$ cat config.mk
export PLATFORM = sky130hd
export DESIGN_NAME = router_1xn_core_flat
export DESIGN_NICKNAME = d
export VERILOG_FILES = /design/src/rtl/router_pkg.sv /design/src/rtl/router_1xn_core_if.sv /design/src/rtl/router_chan_fifo.sv /design/src/rtl/router_1xn_core.sv /design/src/flat_wrapper.sv
export SDC_FILE = /design/constraint.sdc
export NUM_CORES = 1
export LEC_CHECK = 0
export ABC_AREA = 1
export BUFFER_PORTS_ARGS = -buffer_cell sky130_fd_sc_hd__buf_2
export CAP_MARGIN = 20
export CORE_UTILIZATION = 65
export CTS_CLUSTER_SIZE = 30
export DETAILED_ROUTE_END_ITERATION = 10
export PLACE_DENSITY = 0.82
export RECOVER_POWER = 100
export SYNTH_ARGS = -nofsm -noshare
export SYNTH_HDL_FRONTEND = slang
export SYNTH_SLANG_ARGS = --single-unit
$ cat constraint.sdc
create_clock -name clk -period 9.05 [get_ports clk]
set_clock_uncertainty 0.1 [all_clocks]
set_input_delay 0.905 -clock clk [delete_from_list [all_inputs] [get_ports clk]]
set_output_delay 0.905 -clock clk [all_outputs]
set_load 0.005 [all_outputs]
$ cat src/rtl/router_pkg.sv
// Shared state encoding, default sizing and header field helpers for the 1xN router.
// Header layout is {len, addr} with addr in the low ADDR_W bits.
package router_pkg;

  localparam int DEF_DATA_W     = 8;
  localparam int DEF_NUM_CH     = 3;
  localparam int DEF_FIFO_DEPTH = 16;
  localparam int DEF_TIMEOUT    = 30;

  typedef enum logic [2:0] {IDLE, WAIT_EMPTY, LOAD, CHECK, DROP} state_t;

  function automatic logic [31:0] hdr_addr(input logic [31:0] hdr, input int unsigned addr_w);
    return hdr & ((32'd1 << addr_w) - 32'd1);
  endfunction

  function automatic logic [31:0] hdr_len(input logic [31:0] hdr, input int unsigned addr_w);
    return hdr >> addr_w;
  endfunction

endpackage

$ cat src/rtl/router_1xn_core_if.sv
// Source-side byte stream plus NUM_CH read-side channels of the 1xN router.
// Source must hold data_in/pkt_valid while busy is high.
interface router_1xn_core_if
  import router_pkg::*;
#(
  parameter int DATA_W = DEF_DATA_W,
  parameter int NUM_CH = DEF_NUM_CH
);
  logic [DATA_W-1:0]        data_in;
  logic                     pkt_valid;
  logic                     busy;
  logic                     error;
  logic [NUM_CH-1:0]        read_enb;
  logic [NUM_CH*DATA_W-1:0] data_out;
  logic [NUM_CH-1:0]        vld_out;

  modport master (output data_in, pkt_valid, read_enb, input busy, error, data_out, vld_out);
  modport slave  (input data_in, pkt_valid, read_enb, output busy, error, data_out, vld_out);
endinterface

$ cat src/rtl/router_chan_fifo.sv
// Per-channel FIFO: write visible as not-empty next cycle, registered read data one edge after rd_en.
// Full blocks writes regardless of a same-cycle read; TIMEOUT idle cycles with data pending flush it.
module router_chan_fifo #(
  parameter int DATA_W     = 8,
  parameter int FIFO_DEPTH = 16,
  parameter int TIMEOUT    = 30
) (
  input  logic              clk,
  input  logic              reset,
  input  logic              wr_en,
  input  logic [DATA_W-1:0] wr_dat,
  input  logic              rd_en,
  output logic [DATA_W-1:0] rd_dat,
  output logic              empty,
  output logic              full,
  output logic              flush
);
  localparam int PTR_W = $clog2(FIFO_DEPTH);
  localparam int CNT_W = PTR_W + 1;
  localparam int TMR_W = $clog2(TIMEOUT + 1);

  logic [DATA_W-1:0] mem_q [FIFO_DEPTH];
  logic [PTR_W-1:0]  wr_ptr_q, wr_ptr_d, rd_ptr_q, rd_ptr_d;
  logic [CNT_W-1:0]  cnt_q, cnt_d;
  logic [TMR_W-1:0]  tmr_q, tmr_d;
  logic [DATA_W-1:0] dout_q, dout_d;
  logic              wr_ok, rd_ok;

  assign empty  = (cnt_q == '0);
  assign full   = (cnt_q == CNT_W'(FIFO_DEPTH));
  assign flush  = (tmr_q == TMR_W'(TIMEOUT));
  assign wr_ok  = wr_en && !full && !flush;
  assign rd_ok  = rd_en && !empty && !flush;
  assign rd_dat = dout_q;

  always_comb begin
    wr_ptr_d = wr_ptr_q;
    rd_ptr_d = rd_ptr_q;
    cnt_d    = cnt_q;
    tmr_d    = tmr_q;
    dout_d   = dout_q;
    if (flush) begin
      wr_ptr_d = '0;
      rd_ptr_d = '0;
      cnt_d    = '0;
      tmr_d    = '0;
      dout_d   = '0;
    end else begin
      if (wr_ok) wr_ptr_d = wr_ptr_q + PTR_W'(1);
      if (rd_ok) begin
        rd_ptr_d = rd_ptr_q + PTR_W'(1);
        dout_d   = mem_q[rd_ptr_q];
      end
      cnt_d = cnt_q + CNT_W'(wr_ok) - CNT_W'(rd_ok);
      // Idle timer only runs while data is waiting and nobody reads it.
      if (rd_ok || empty) tmr_d = '0;
      else                tmr_d = tmr_q + TMR_W'(1);
    end
  end

  always_ff @(posedge clk) begin
    if (wr_ok) mem_q[wr_ptr_q] <= wr_dat;
  end

  always_ff @(posedge clk) begin
    if (reset) begin
      wr_ptr_q <= '0;
      rd_ptr_q <= '0;
      cnt_q    <= '0;
      tmr_q    <= '0;
      dout_q   <= '0;
    end else begin
      wr_ptr_q <= wr_ptr_d;
      rd_ptr_q <= rd_ptr_d;
      cnt_q    <= cnt_d;
      tmr_q    <= tmr_d;
      dout_q   <= dout_d;
    end
  end

endmodule

$ cat src/rtl/router_1xn_core.sv
// 1xN packet router: header-addressed demux into NUM_CH FIFOs with parity check, 1-cycle write latency.
// busy stalls the source while the target FIFO is full, draining before a new header, or checking parity.
module router_1xn_core
  import router_pkg::*;
#(
  parameter int DATA_W     = DEF_DATA_W,
  parameter int NUM_CH     = DEF_NUM_CH,
  parameter int FIFO_DEPTH = DEF_FIFO_DEPTH,
  parameter int TIMEOUT    = DEF_TIMEOUT
) (
  input logic             clk,
  input logic             reset,
  router_1xn_core_if.slave bus
);
  localparam int ADDR_W = $clog2(NUM_CH);

  state_t              state_q, state_d;
  logic [ADDR_W-1:0]   addr_q, addr_d, in_addr, cur_addr;
  logic [DATA_W-1:0]   hdr_q, hdr_d, par_q, par_d, pbyte_q, pbyte_d, wr_dat;
  logic                err_q, err_d, quiet_q, quiet_d;
  logic                in_valid, wr, busy;
  logic                tgt_full, tgt_empty, tgt_flush;
  logic [NUM_CH-1:0]   wr_en, full, empty, flush;
  logic [NUM_CH*DATA_W-1:0] dout_flat;

  assign in_addr  = ADDR_W'(hdr_addr(32'(bus.data_in), ADDR_W));
  assign in_valid = hdr_addr(32'(bus.data_in), ADDR_W) < 32'(NUM_CH);
  // In IDLE the incoming header selects the target; afterwards the latched address does.
  assign cur_addr = (state_q == IDLE) ? in_addr : addr_q;

  always_comb begin
    tgt_full  = 1'b0;
    tgt_empty = 1'b0;
    tgt_flush = 1'b0;
    for (int i = 0; i < NUM_CH; i++) begin
      if (cur_addr == ADDR_W'(i)) begin
        tgt_full  = full[i];
        tgt_empty = empty[i];
        tgt_flush = flush[i];
      end
    end
  end

  always_comb begin
    state_d = state_q;
    addr_d  = addr_q;
    hdr_d   = hdr_q;
    par_d   = par_q;
    pbyte_d = pbyte_q;
    err_d   = err_q;
    quiet_d = quiet_q;
    wr      = 1'b0;
    wr_dat  = bus.data_in;
    busy    = 1'b0;
    case (state_q)
      IDLE: begin
        if (bus.pkt_valid) begin
          hdr_d   = bus.data_in;
          addr_d  = in_addr;
          par_d   = bus.data_in;
          err_d   = 1'b0;
          quiet_d = 1'b0;
          if (!in_valid)      state_d = DROP;
          else if (tgt_empty) begin
            wr      = 1'b1;
            state_d = LOAD;
          end else            state_d = WAIT_EMPTY;
        end
      end
      WAIT_EMPTY: begin
        busy = 1'b1;
        if (tgt_empty) begin
          wr      = 1'b1;
          wr_dat  = hdr_q;
          state_d = LOAD;
        end
      end
      LOAD: begin
        busy = tgt_full;
        // A flushed target abandons the rest of the packet without flagging an error.
        if (tgt_flush) begin
          if (!tgt_full && !bus.pkt_valid) state_d = IDLE;
          else begin
            quiet_d = 1'b1;
            state_d = DROP;
          end
        end else if (!tgt_full) begin
          wr = 1'b1;
          if (bus.pkt_valid) par_d = par_q ^ bus.data_in;
          else begin
            pbyte_d = bus.data_in;
            state_d = CHECK;
          end
        end
      end
      CHECK: begin
        busy    = 1'b1;
        err_d   = (par_q != pbyte_q);
        state_d = IDLE;
      end
      DROP: begin
        if (!bus.pkt_valid) begin
          err_d   = !quiet_q;
          state_d = IDLE;
        end
      end
      default: state_d = IDLE;
    endcase
    for (int i = 0; i < NUM_CH; i++) wr_en[i] = wr && (cur_addr == ADDR_W'(i));
  end

  always_ff @(posedge clk) begin
    if (reset) begin
      state_q <= IDLE;
      addr_q  <= '0;
      hdr_q   <= '0;
      par_q   <= '0;
      pbyte_q <= '0;
      err_q   <= 1'b0;
      quiet_q <= 1'b0;
    end else begin
      state_q <= state_d;
      addr_q  <= addr_d;
      hdr_q   <= hdr_d;
      par_q   <= par_d;
      pbyte_q <= pbyte_d;
      err_q   <= err_d;
      quiet_q <= quiet_d;
    end
  end

  for (genvar g = 0; g < NUM_CH; g++) begin : g_ch
    router_chan_fifo #(
      .DATA_W    (DATA_W),
      .FIFO_DEPTH(FIFO_DEPTH),
      .TIMEOUT   (TIMEOUT)
    ) u_fifo (
      .clk   (clk),
      .reset (reset),
      .wr_en (wr_en[g]),
      .wr_dat(wr_dat),
      .rd_en (bus.read_enb[g]),
      .rd_dat(dout_flat[g*DATA_W +: DATA_W]),
      .empty (empty[g]),
      .full  (full[g]),
      .flush (flush[g])
    );
  end

  assign bus.busy     = busy;
  assign bus.error    = err_q;
  assign bus.vld_out  = ~empty;
  assign bus.data_out = dout_flat;

endmodule
$ cat src/flat_wrapper.sv
// flat-port wrapper written by rule: the top's interface ports become plain ports
module router_1xn_core_flat import router_pkg::*;
#(
  parameter int DATA_W     = DEF_DATA_W,
  parameter int NUM_CH     = DEF_NUM_CH,
  parameter int FIFO_DEPTH = DEF_FIFO_DEPTH,
  parameter int TIMEOUT    = DEF_TIMEOUT
)
  (clk, reset, bus_data_in, bus_pkt_valid, bus_read_enb, bus_busy, bus_error, bus_data_out, bus_vld_out);
  router_1xn_core_if #(.DATA_W(DATA_W), .NUM_CH(NUM_CH)) bus_i ();
  input logic clk;
  input logic reset;
  input wire logic [$bits(bus_i.data_in)-1:0] bus_data_in;
  input wire logic [$bits(bus_i.pkt_valid)-1:0] bus_pkt_valid;
  input wire logic [$bits(bus_i.read_enb)-1:0] bus_read_enb;
  output wire logic [$bits(bus_i.busy)-1:0] bus_busy;
  output wire logic [$bits(bus_i.error)-1:0] bus_error;
  output wire logic [$bits(bus_i.data_out)-1:0] bus_data_out;
  output wire logic [$bits(bus_i.vld_out)-1:0] bus_vld_out;
  assign bus_i.data_in = bus_data_in;
  assign bus_i.pkt_valid = bus_pkt_valid;
  assign bus_i.read_enb = bus_read_enb;
  assign bus_busy = bus_i.busy;
  assign bus_error = bus_i.error;
  assign bus_data_out = bus_i.data_out;
  assign bus_vld_out = bus_i.vld_out;
  router_1xn_core #(.DATA_W(DATA_W), .NUM_CH(NUM_CH), .FIFO_DEPTH(FIFO_DEPTH), .TIMEOUT(TIMEOUT)) u_core (.clk(clk), .reset(reset), .bus(bus_i));
endmodule
==> flow_summary.json, run 1 <==
{
  "drc": 0,
  "synth_area_leader_cell": "edfxtp_1",
  "antenna_found_initial": 0,
  "final_common_cell": "edfxtp_1",
  "cts_tree": "built",
  "fin_crit_ns": 5.79,
  "drv_cap": 12,
  "cp-end-kind": "flip-flop",
  "num_vias": 14100,
  "ys_warn_count": 0,
  "ant_nets": 0,
  "ctsHoldBuffers": 0,
  "grt_setup_unrepaired": "false",
  "root_buffer": "clkbuf_16",
  "clkLatencyLatePin_ns": 0.56,
  "syn_inst": 1763,
  "criticalPathCategory": "reg2reg",
  "syn_area_mm2": 0.0207,
  "fin_nets": 1883,
  "cp_num_buf_inv": 1,
  "cts.reportedPaths.clkPinSlew_ns": 0.06,
  "status": "complete, but fails checks",
  "synth_cell_type_count": 40,
  "max_stage_delay_ns": 2.38,
  "critical_path_peak_fanout": 25,
  "cp_top_family": "compound AO/OA/AOI/OAI gates",
  "grt_first_pass_wirelength_um": 71300,
  "synthToLayoutAreaGrowth_pct": 9.77,
  "violations": "capacitance limit, slew limit",
  "hold_path.class": "reg2reg",
  "setup_tns_ns": 0,
  "place.gp.congestion": 0.865,
  "htreeDepth": 2,
  "cts_buffers": 47,
  "place_hpwl_um": 26400,
  "leakage_nw": 7.83,
  "cts_setup_buffers": 0,
  "powerDensity_mw_per_mm2": 273,
  "die_w_um": 181,
  "critPathLaunchType": "flip-flop",
  "syn_nets": 1819,
  "diodes": 0,
  "wire_per_inst_um": 20.0,
  "critPathMostFrequentCell": "nand2_1",
  "grt_pass1_vias": 13800,
  "cts_buffer_depth": 3,
  "worst_slack_ns": 3.26,
  "io_pins": 43,
  "synth_ff_type": "edfxtp_1",
  "layout_common_cells": "edfxtp_1, nor2_1, nand2_1",
  "async_flop_share": 0,
  "groute.usage.overall": 0.277,
  "layout-drive-gt1-share": 0.0691,
  "nFillCells": 1995,
  "cts_resized": 0,
  "io_buffer_count": 42,
  "place_ws_ns": 5.05,
  "viasPerCell": 6.20,
  "finalMaxSlewViolations": 375,
  "tightest_slew_ns": 3.47,
  "setup_viol": 0,
  "initial_utilization": 0.658,
  "crit_required_ns": 9.14,
  "hold_viol_final": 0,
  "synth-edff-count": 384,
  "grt_overflow": 0,
  "vdd_drop_max_mv": 0.175,
  "crit_chain": "nor2_1 -> nand2_4 -> nand2_1 -> nand2_1 -> nor2_1 -> nand2_1 -> nand3_1 -> nand2_1 -> o21ai_0 -> clkbuf_1",
  "cp.arrival_ns": 5.87,
  "ys_top_cells_by_area": "edfxtp_1, dfxtp_1, nor2_1, o21ai_0, mux2i_1",
  "die_h_um": 181,
  "fin_crit_sh": 0.639,
  "row_count": 65,
  "syn_area_per_cell_um2": 11.7,
  "die_area_mm2": 0.0326,
  "drt_iter0_markers": 1663,
  "ys_seq_area_frac": 0.660,
  "cts_sinks": 491,
  "wirelength_um": 45400,
  "fmax_ghz": 0.173,
  "crit_path_top_delay_cell": "o21ai_0",
  "drt-pass1-iter-count": 5,
  "synth_top_area_share": 0.557,
  "yosys_register_bits": 491,
  "relSlewSlack": -1.31,
  "grt_max_degree": 69,
  "coreArea_mm2": 0.0315
}
==> synth_stat cells, drive strengths merged, types with 14 or more instances <==
library cell,count
nand3,80
nor2,251
ha,39
o32ai,40
o21a,22
edfxtp,384
xnor2,14
o21ai,153
buf,23
o221ai,56
inv,128
mux2i,56
nand2,157
o211ai,34
xor2,19
nor3,48
clkbuf,71
dfxtp,107
a21oi,58
==> state kept, by name (all words and copies together) (netlist names) <==
name,count
u_core.hdr_q,8
u_core.par_q,8
u_core.g_ch.u_fifo.cnt_q,15
u_core.g_ch.u_fifo.tmr_q,15
u_core.pbyte_q,8
u_core.g_ch.u_fifo.mem_q,384
u_core.g_ch.u_fifo.rd_ptr_q,12
u_core.quiet_q,1
u_core.g_ch.u_fifo.rd_dat,24
u_core.g_ch.u_fifo.wr_ptr_q,12
u_core.state_q,3
u_core.bus.error,1
==> worst register-to-register path, delay by kind of cell (launching register included) <==
kind                   cells  cell delay (ns)
and+or+nand+nor            8             1.61
DFF                        1             0.34
AOI/OAI and AO/OA          1             2.39
buffers and inverters      1             0.96
==> power by group <==
part | switching (mW) | leakage (nW) | internal, mW
Sequential | 0.121 | 4.33 | 2.66
Clock | 0.816 | 0.733 | 1.08
Combinational | 1.04 | 2.77 | 0.512
==> per-stage QoR <==
| step | std cells | total power, mW | hold WS (ns) | cell area (µm²) | util |
|---|---|---|---|---|---|
| after floorplan | 1763 | 3.94 | 0.324 | 20700 | - |
| after global placement | 2151 | 4.27 | 0.345 | 21400 | 0.680 |
| after detailed placement | 2153 | 4.35 | 0.354 | 21400 | 0.681 |
| after CTS | 2241 | 6.24 | 0.368 | 22900 | 0.728 |
| after global routing | 2268 | 6.52 | 0.384 | 22700 | 0.722 |
| final | 2268 | 6.22 | 0.358 | 22700 | 0.722 |
==> worst paths after layout <==
check	startpoint	to	slack, ns	depth (start not counted)
setup reg to reg	u_core.state_q[2]	u_core.g_ch[1].u_fifo.mem_q[3][5]	3.26	10
hold / removal	u_core.hdr_q[2]	u_core.hdr_q[2]	0.36	2
setup / recovery	u_core.state_q[2]	u_core.g_ch[1].u_fifo.mem_q[3][5]	3.26	10
hold reg to reg	u_core.hdr_q[2]	u_core.hdr_q[2]	0.36	2
==> layout make-up <==
class	count	area [µm²]	share of cell area
Multi-Input combinational cell	1048	6060	0.266
Timing Repair Buffer	109	523	0.0230
Clock inverter	22	169	0.00743
Sequential cell	491	13700	0.602
Clock buffer	66	1320	0.0580
Inverter	130	488	0.0215
Tap cell	402	503	0.0221
==> kinds of logic after synthesis <==
kind of cell	share of synthesized area
mux	0.0271
compound gates	0.113
buf+inv	0.0437
simple gates	0.116
xor+xnor	0.0140
flops	0.660
fa+ha+maj	0.0265
==> metal layers <==
layer | global-route usage | routed length (µm) | vias to the layer above
met2 | 0.469 | 22500 | 679
met4 | 0.105 | 1370 | 0
met1 | 0.364 | 18000 | 6803
met3 | 0.0428 | 3600 | 110
met5 | 0 | 0 | -
li1 | - | - | 6476
(Power assumes the default switching activity.)
==> inputs of run 2 (changes only) <==
--- a/config.mk
+++ b/config.mk
@@ -8,10 +8,10 @@
 export ABC_AREA = 1
 export BUFFER_PORTS_ARGS = -buffer_cell sky130_fd_sc_hd__buf_2
 export CAP_MARGIN = 20
-export CORE_UTILIZATION = 65
+export CORE_UTILIZATION = 62
 export CTS_CLUSTER_SIZE = 30
 export DETAILED_ROUTE_END_ITERATION = 10
-export PLACE_DENSITY = 0.82
+export PLACE_DENSITY = 0.79
 export RECOVER_POWER = 100
 export SYNTH_ARGS = -nofsm -noshare
 export SYNTH_HDL_FRONTEND = slang
==> constraint.sdc (replaced) <==
create_clock -name clk -period 5.4 [get_ports clk]
set_clock_uncertainty 0.1 [all_clocks]
set_input_delay 0.54 -clock clk [delete_from_list [all_inputs] [get_ports clk]]
set_output_delay 0.54 -clock clk [all_outputs]
set_load 0.005 [all_outputs]
==> run 2 against run 1 <==
Flip-flop and latch count did not move. Maximum frequency grew 34%. The flow still finishes with violations (capacitance limit, slew limit). Clock power up 71%. Via count decreased by 1.9%.
==> flow_summary.json, run 2 (synthesized netlist as in run 1, its figures left out) <==
{
  "drc": 0,
  "setup_tns_ns": 0,
  "synthToLayoutAreaGrowth_pct": 10.7,
  "drt_iter0_markers": 1407,
  "cts_tree": "built",
  "setup_viol": 0,
  "finalMaxSlewViolations": 320,
  "cts_sinks": 491,
  "row_count": 66,
  "vdd_drop_max_mv": 0.364,
  "place_hpwl_um": 27000,
  "fin_nets": 1869,
  "cp-end-kind": "flip-flop",
  "cp_num_buf_inv": 1,
  "fin_crit_sh": 0.797,
  "powerDensity_mw_per_mm2": 458,
  "die_w_um": 185,
  "p_sw_frac": 0.315,
  "cts_buffer_depth": 3,
  "diodes": 0,
  "num_vias": 13800,
  "cp.arrival_ns": 4.35,
  "postLayoutCoreUtil": 0.702,
  "fin_crit_ns": 4.30,
  "io_pins": 43,
  "wirelength_um": 44900,
  "coreArea_mm2": 0.0327,
  "grt_max_degree": 69,
  "cts_resized": 0,
  "critical_path_peak_fanout": 28,
  "grt_overflow": 0,
  "place.gp.congestion": 0.882,
  "max_stage_delay_ns": 1.03,
  "layout_common_cells": "edfxtp_1, nor2_1, nand2_1",
  "p_int_mw": 7.20,
  "initial_utilization": 0.633,
  "io_buffer_count": 42,
  "htreeDepth": 2,
  "die_h_um": 185,
  "crit_path_top_delay_cell": "clkbuf_1",
  "place_ws_ns": 1.79,
  "tightest_slew_ns": 2.42,
  "cts_setup_buffers": 0,
  "grt_pass1_vias": 13500,
  "ctsHoldBuffers": 0,
  "layout-drive-gt1-share": 0.0757,
  "violations": "capacitance limit, slew limit",
  "crit_required_ns": 5.45,
  "largest_reg_flops": 384,
  "viasPerCell": 6.02,
  "grt_first_pass_wirelength_um": 69600,
  "wire_per_inst_um": 19.6,
  "crit_chain": "nor2_1 -> nand2_4 -> nand2_1 -> nand2_1 -> nor2_1 -> nand2_1 -> nand3_1 -> nand2_1 -> o21ai_4 -> clkbuf_1",
  "status": "complete, but fails checks",
  "final_common_cell": "edfxtp_1",
  "pwr-share-seq": 0.444,
  "clkLatencyLatePin_ns": 0.54,
  "hold_viol_final": 0,
  "die_area_mm2": 0.0341,
  "combPwrFrac": 0.249,
  "antenna_found_initial": 0,
  "critPathMostFrequentCell": "nand2_1",
  "drt-pass1-iter-count": 5,
  "leakage_nw": 7.89,
  "worst_slack_ns": 1.10,
  "cts.reportedPaths.clkPinSlew_ns": 0.06,
  "relSlewSlack": -0.612,
  "criticalPathCategory": "reg2reg",
  "fmax_ghz": 0.232,
  "top_register": "u_core.g_ch.u_fifo.mem_q",
  "p_sw_mw": 3.32,
  "critPathLaunchType": "flip-flop",
  "drv_cap": 21,
  "groute.usage.overall": 0.264,
  "cts_buffers": 47,
  "hold_path.class": "in2reg",
  "ant_nets": 0,
  "p_clk_frac": 0.307,
  "cp_top_family": "simple AND/OR/NAND/NOR gates",
  "root_buffer": "clkbuf_16",
  "grt_setup_unrepaired": "false"
}
run 2: cell count changes in the layout (fill, tap and decap cells not counted), moves of 3 or more:
| cell | delta |
|---|---|
| o21ai_0 | -8 |
| buf_2 | -7 |
| buf_12 | +3 |
| clkbuf_1 | -23 |
| clkinvlp_4 | +4 |
| nand2_1 | -4 |
| o21ai_4 | +4 |
| o21ai_1 | +4 |
run 2: final timing paths:
path,from,end,slack (ns),cells after the start
worst max-delay path,u_core.state_q[2],u_core.g_ch[1].u_fifo.mem_q[6][7],1.10,10
worst min-delay path,bus_pkt_valid,u_core.state_q[2],0.26,3
worst max register to register,u_core.state_q[2],u_core.g_ch[1].u_fifo.mem_q[6][7],1.10,10
worst min register to register,u_core.hdr_q[5],u_core.hdr_q[5],0.36,2
run 2: power by group through the flow:
stage | logic [mW] | registers, mW | clock network, mW
floorplan | 1.93 | 4.67 | 0
global placement | 2.36 | 4.83 | 0
detailed placement | 2.46 | 4.84 | 0
CTS | 2.49 | 4.77 | 3.26
global route | 2.91 | 4.70 | 3.41
finish | 2.62 | 4.67 | 3.23
run 2: cell type report:
| cell class | instances | area, µm² |
|---|---|---|
| clock buffers | 58 | 1310 |
| clock inverters | 28 | 220 |
| fillers | 2264 | 9760 |
| inverters | 130 | 488 |
| multi-input cells | 1048 | 6130 |
| flip-flops and latches | 491 | 13700 |
| well taps | 442 | 553 |
| repair buffers | 95 | 559 |
run 2: metal layers:
layer / share of wire / track usage / wire length, µm
met1: 0.40 / 0.345 / 18100
met2: 0.50 / 0.442 / 22300
met3: 0.073 / 0.0419 / 3260
met4: 0.028 / 0.109 / 1270
met5: 0 / 0 / 0
run 2: per-stage QoR:
| step | total power [mW] | cells | hold WS (ns) | instance area, µm² |
|---|---|---|---|---|
| 2_1_floorplan | 6.60 | 1763 | 0.324 | 20700 |
| 3_3_place_gp | 7.18 | 2188 | 0.343 | 21500 |
| 3_5_place_dp | 7.31 | 2189 | 0.352 | 21500 |
| 4_1_cts | 10.5 | 2275 | 0.249 | 23100 |
| 5_1_grt | 11.0 | 2292 | 0.264 | 22900 |
| 6_report | 10.5 | 2292 | 0.264 | 22900 |
run 2: worst register-to-register path, delay by kind of cell, from the launching register on:
kind | cells | cell delay (ns)
flip-flops | 1 | 0.34
buffers and inverters | 1 | 1.03
AND/OR/NAND/NOR | 8 | 1.65
AO/OA/AOI/OAI | 1 | 0.76
==> inputs of run 3 (changes only) <==
==> constraint.sdc (replaced) <==
create_clock -name clk -period 4.5 [get_ports clk]
set_clock_uncertainty 0.1 [all_clocks]
set_input_delay 0.45 -clock clk [delete_from_list [all_inputs] [get_ports clk]]
set_output_delay 0.45 -clock clk [all_outputs]
set_load 0.005 [all_outputs]
==> run 3 against run 2 <==
Critical path depth grew 8. Critical path type unchanged. Largest cell class unchanged. First-iteration DRC count down 4.1%. Flip-flop and latch count did not move. Largest power group unchanged. Maximum frequency is 13% higher. Worst hold slack lost 0.11 ns. Setup slack got worse by 0.40 ns. Routed wire length down 0.96%. Final cell count up 0.87%. The flow still finishes with violations (capacitance limit, slew limit).
==> flow_summary.json, run 3 (synthesized netlist as in run 1, its figures left out) <==
{
  "status": "complete, but fails checks",
  "violations": "capacitance limit, slew limit",
  "vdd_drop_max_mv": 0.436,
  "reg2reg_depth": 18,
  "grt_overflow": 0,
  "antenna_found_initial": 0,
  "powerDensity_mw_per_mm2": 554,
  "postLayoutCoreUtil": 0.704,
  "stdcell_area_mm2": 0.0230,
  "placedInstanceArea_mm2": 0.0217,
  "cts_tree": "built",
  "clkLatencyLatePin_ns": 0.56,
  "place.gp.congestion": 0.923,
  "hold_end": "u_core.state_q[2]",
  "htreeDepth": 2,
  "hp-start": "bus_pkt_valid",
  "coreArea_mm2": 0.0327,
  "finalMaxSlewViolations": 222,
  "drt_iter0_markers": 1350,
  "viasPerCell": 5.97,
  "fin_nets": 1885,
  "layout-drive-gt1-share": 0.0786,
  "fin_crit_sh": 0.846,
  "cts_sinks": 491,
  "io_buffer_count": 42,
  "place_hpwl_um": 26700,
  "die_h_um": 185,
  "r2r_start": "u_core.state_q[2]",
  "fin_hold_ws_ns": 0.152,
  "final-seq-area_mm2": 0.0137,
  "placed_cells": 2218,
  "r2r_end": "u_core.g_ch[1].u_fifo.cnt_q[4]",
  "setup_tns_ns": 0,
  "hold_viol_final": 0,
  "fin_cells": 2312,
  "cts.reportedPaths.clkPinSlew_ns": 0.06,
  "final_common_cell": "edfxtp_1",
  "worst_hold_path.num_cells": 3,
  "initial_utilization": 0.633,
  "fmax_ghz": 0.263,
  "cts_setup_buffers": 0,
  "wire_per_inst_um": 19.2,
  "die_w_um": 185,
  "ant_nets": 0,
  "ctsHoldBuffers": 0,
  "num_vias": 13800,
  "critical_path_peak_fanout": 21,
  "cts_resized": 0,
  "row_count": 66,
  "crit_required_ns": 4.87,
  "wirelength_um": 44500,
  "setup_viol": 0,
  "critPathLaunchType": "flip-flop",
  "hold_path.class": "in2reg",
  "grt_setup_unrepaired": "false",
  "leakage_nw": 7.95,
  "top_register": "u_core.g_ch.u_fifo.mem_q",
  "grt_pass1_vias": 13100,
  "cts_buffer_depth": 3,
  "relSlewSlack": -0.400,
  "io_pins": 43,
  "largest_reg_flops": 384,
  "drc": 0,
  "layout_common_cells": "edfxtp_1, nor2_1, nand2_1",
  "drv_cap": 5,
  "cp.arrival_ns": 4.18,
  "grt_max_degree": 68,
  "synthToLayoutAreaGrowth_pct": 11.2,
  "tightest_slew_ns": 2.10,
  "cts_buffers": 49,
  "root_buffer": "clkbuf_16",
  "criticalPathCategory": "reg2reg",
  "grt_first_pass_wirelength_um": 70000,
  "diodes": 0,
  "cp-end-kind": "flip-flop",
  "die_area_mm2": 0.0341,
  "r2r_slack_ns": 0.70,
  "fin_crit_ns": 3.80,
  "drt-pass1-iter-count": 6,
  "groute.usage.overall": 0.265,
  "nFillCells": 2299,
  "multi_input_area_mm2": 0.00615
}
==> run 3: changes by cell type in the layout (fill, tap and decap cells not counted), moves of 3 or more <==
| cell | before | now |
|---|---|---|
| buf_16 | 4 | 0 |
| clkbuf_1 | 59 | 80 |
| o21ai_2 | 1 | 4 |
| clkinv_2 | 10 | 7 |
| clkbuf_2 | 1 | 6 |
| o21ai_1 | 4 | 0 |
| clkinv_1 | 11 | 7 |
| buf_4 | 7 | 12 |
| clkinvlp_4 | 5 | 0 |
==> run 3: how the worst max path moves through the flow <==
stage,start,end
detailed placement,u_core.state_q[2],u_core.g_ch[1].u_fifo.cnt_q[4]
floorplan,u_core.state_q[2],u_core.g_ch[0].u_fifo.mem_q[0][2]
global placement,bus_data_in[0],u_core.g_ch[2].u_fifo.cnt_q[4]
finish,u_core.state_q[2],u_core.g_ch[1].u_fifo.cnt_q[4]
CTS,u_core.state_q[2],u_core.g_ch[1].u_fifo.cnt_q[4]
global route,u_core.state_q[2],u_core.g_ch[1].u_fifo.cnt_q[4]
==> run 3: per-stage QoR <==
step           setup slack [ns]  power, mW
2_1_floorplan             0.510       7.92
3_3_place_gp               1.14       8.65
3_5_place_dp               1.02       8.79
4_1_cts                   0.905       12.8
5_1_grt                   0.348       13.4
6_report                  0.695       12.8
==> run 3: where the power goes <==
group          internal, mW  leakage [nW]  switching, mW  total, mW
combinational          1.04          2.84           2.08       3.12
clock                  2.35         0.776           1.65       4.01
sequential             5.34          4.33          0.295       5.63
total                  8.73          7.95           4.03       12.8
==> run 3: final cells by class <==
type,instances,area share
timing repair buffer,109,0.0242
sequential,491,0.594
multi-input combinational,1048,0.267
inverter,130,0.0212
clock buffer,74,0.0600
tap,442,0.0240
clock inverter,18,0.00924
==> run 3: metal layers <==
metal	part of all wire	vias to the layer above	track usage	routed length, µm
met5	0	-	0	0
met4	0.028	0	0.0926	1250
met3	0.070	97	0.0360	3130
met2	0.48	525	0.422	21400
met1	0.42	6688	0.376	18700
li1	-	6491	-	-
==> run 3: worst max-delay path, stage by stage, from the launching register on <==
cell and delay [ns]:
dfxtp_1 0.37, nor2_4 0.20, nand2_1 0.18, nor2_1 0.32
inv_1 0.26, nor2_1 0.18, o21ai_2 0.11, nand2_8 0.17
nand2_4 0.16, ha_1 0.36, inv_1 0.06, ha_1 0.15
inv_1 0.07, fa_1 0.45, inv_1 0.07, nand2_1 0.07
a21oi_1 0.16, o21ai_0 0.11, a21oi_1 0.16
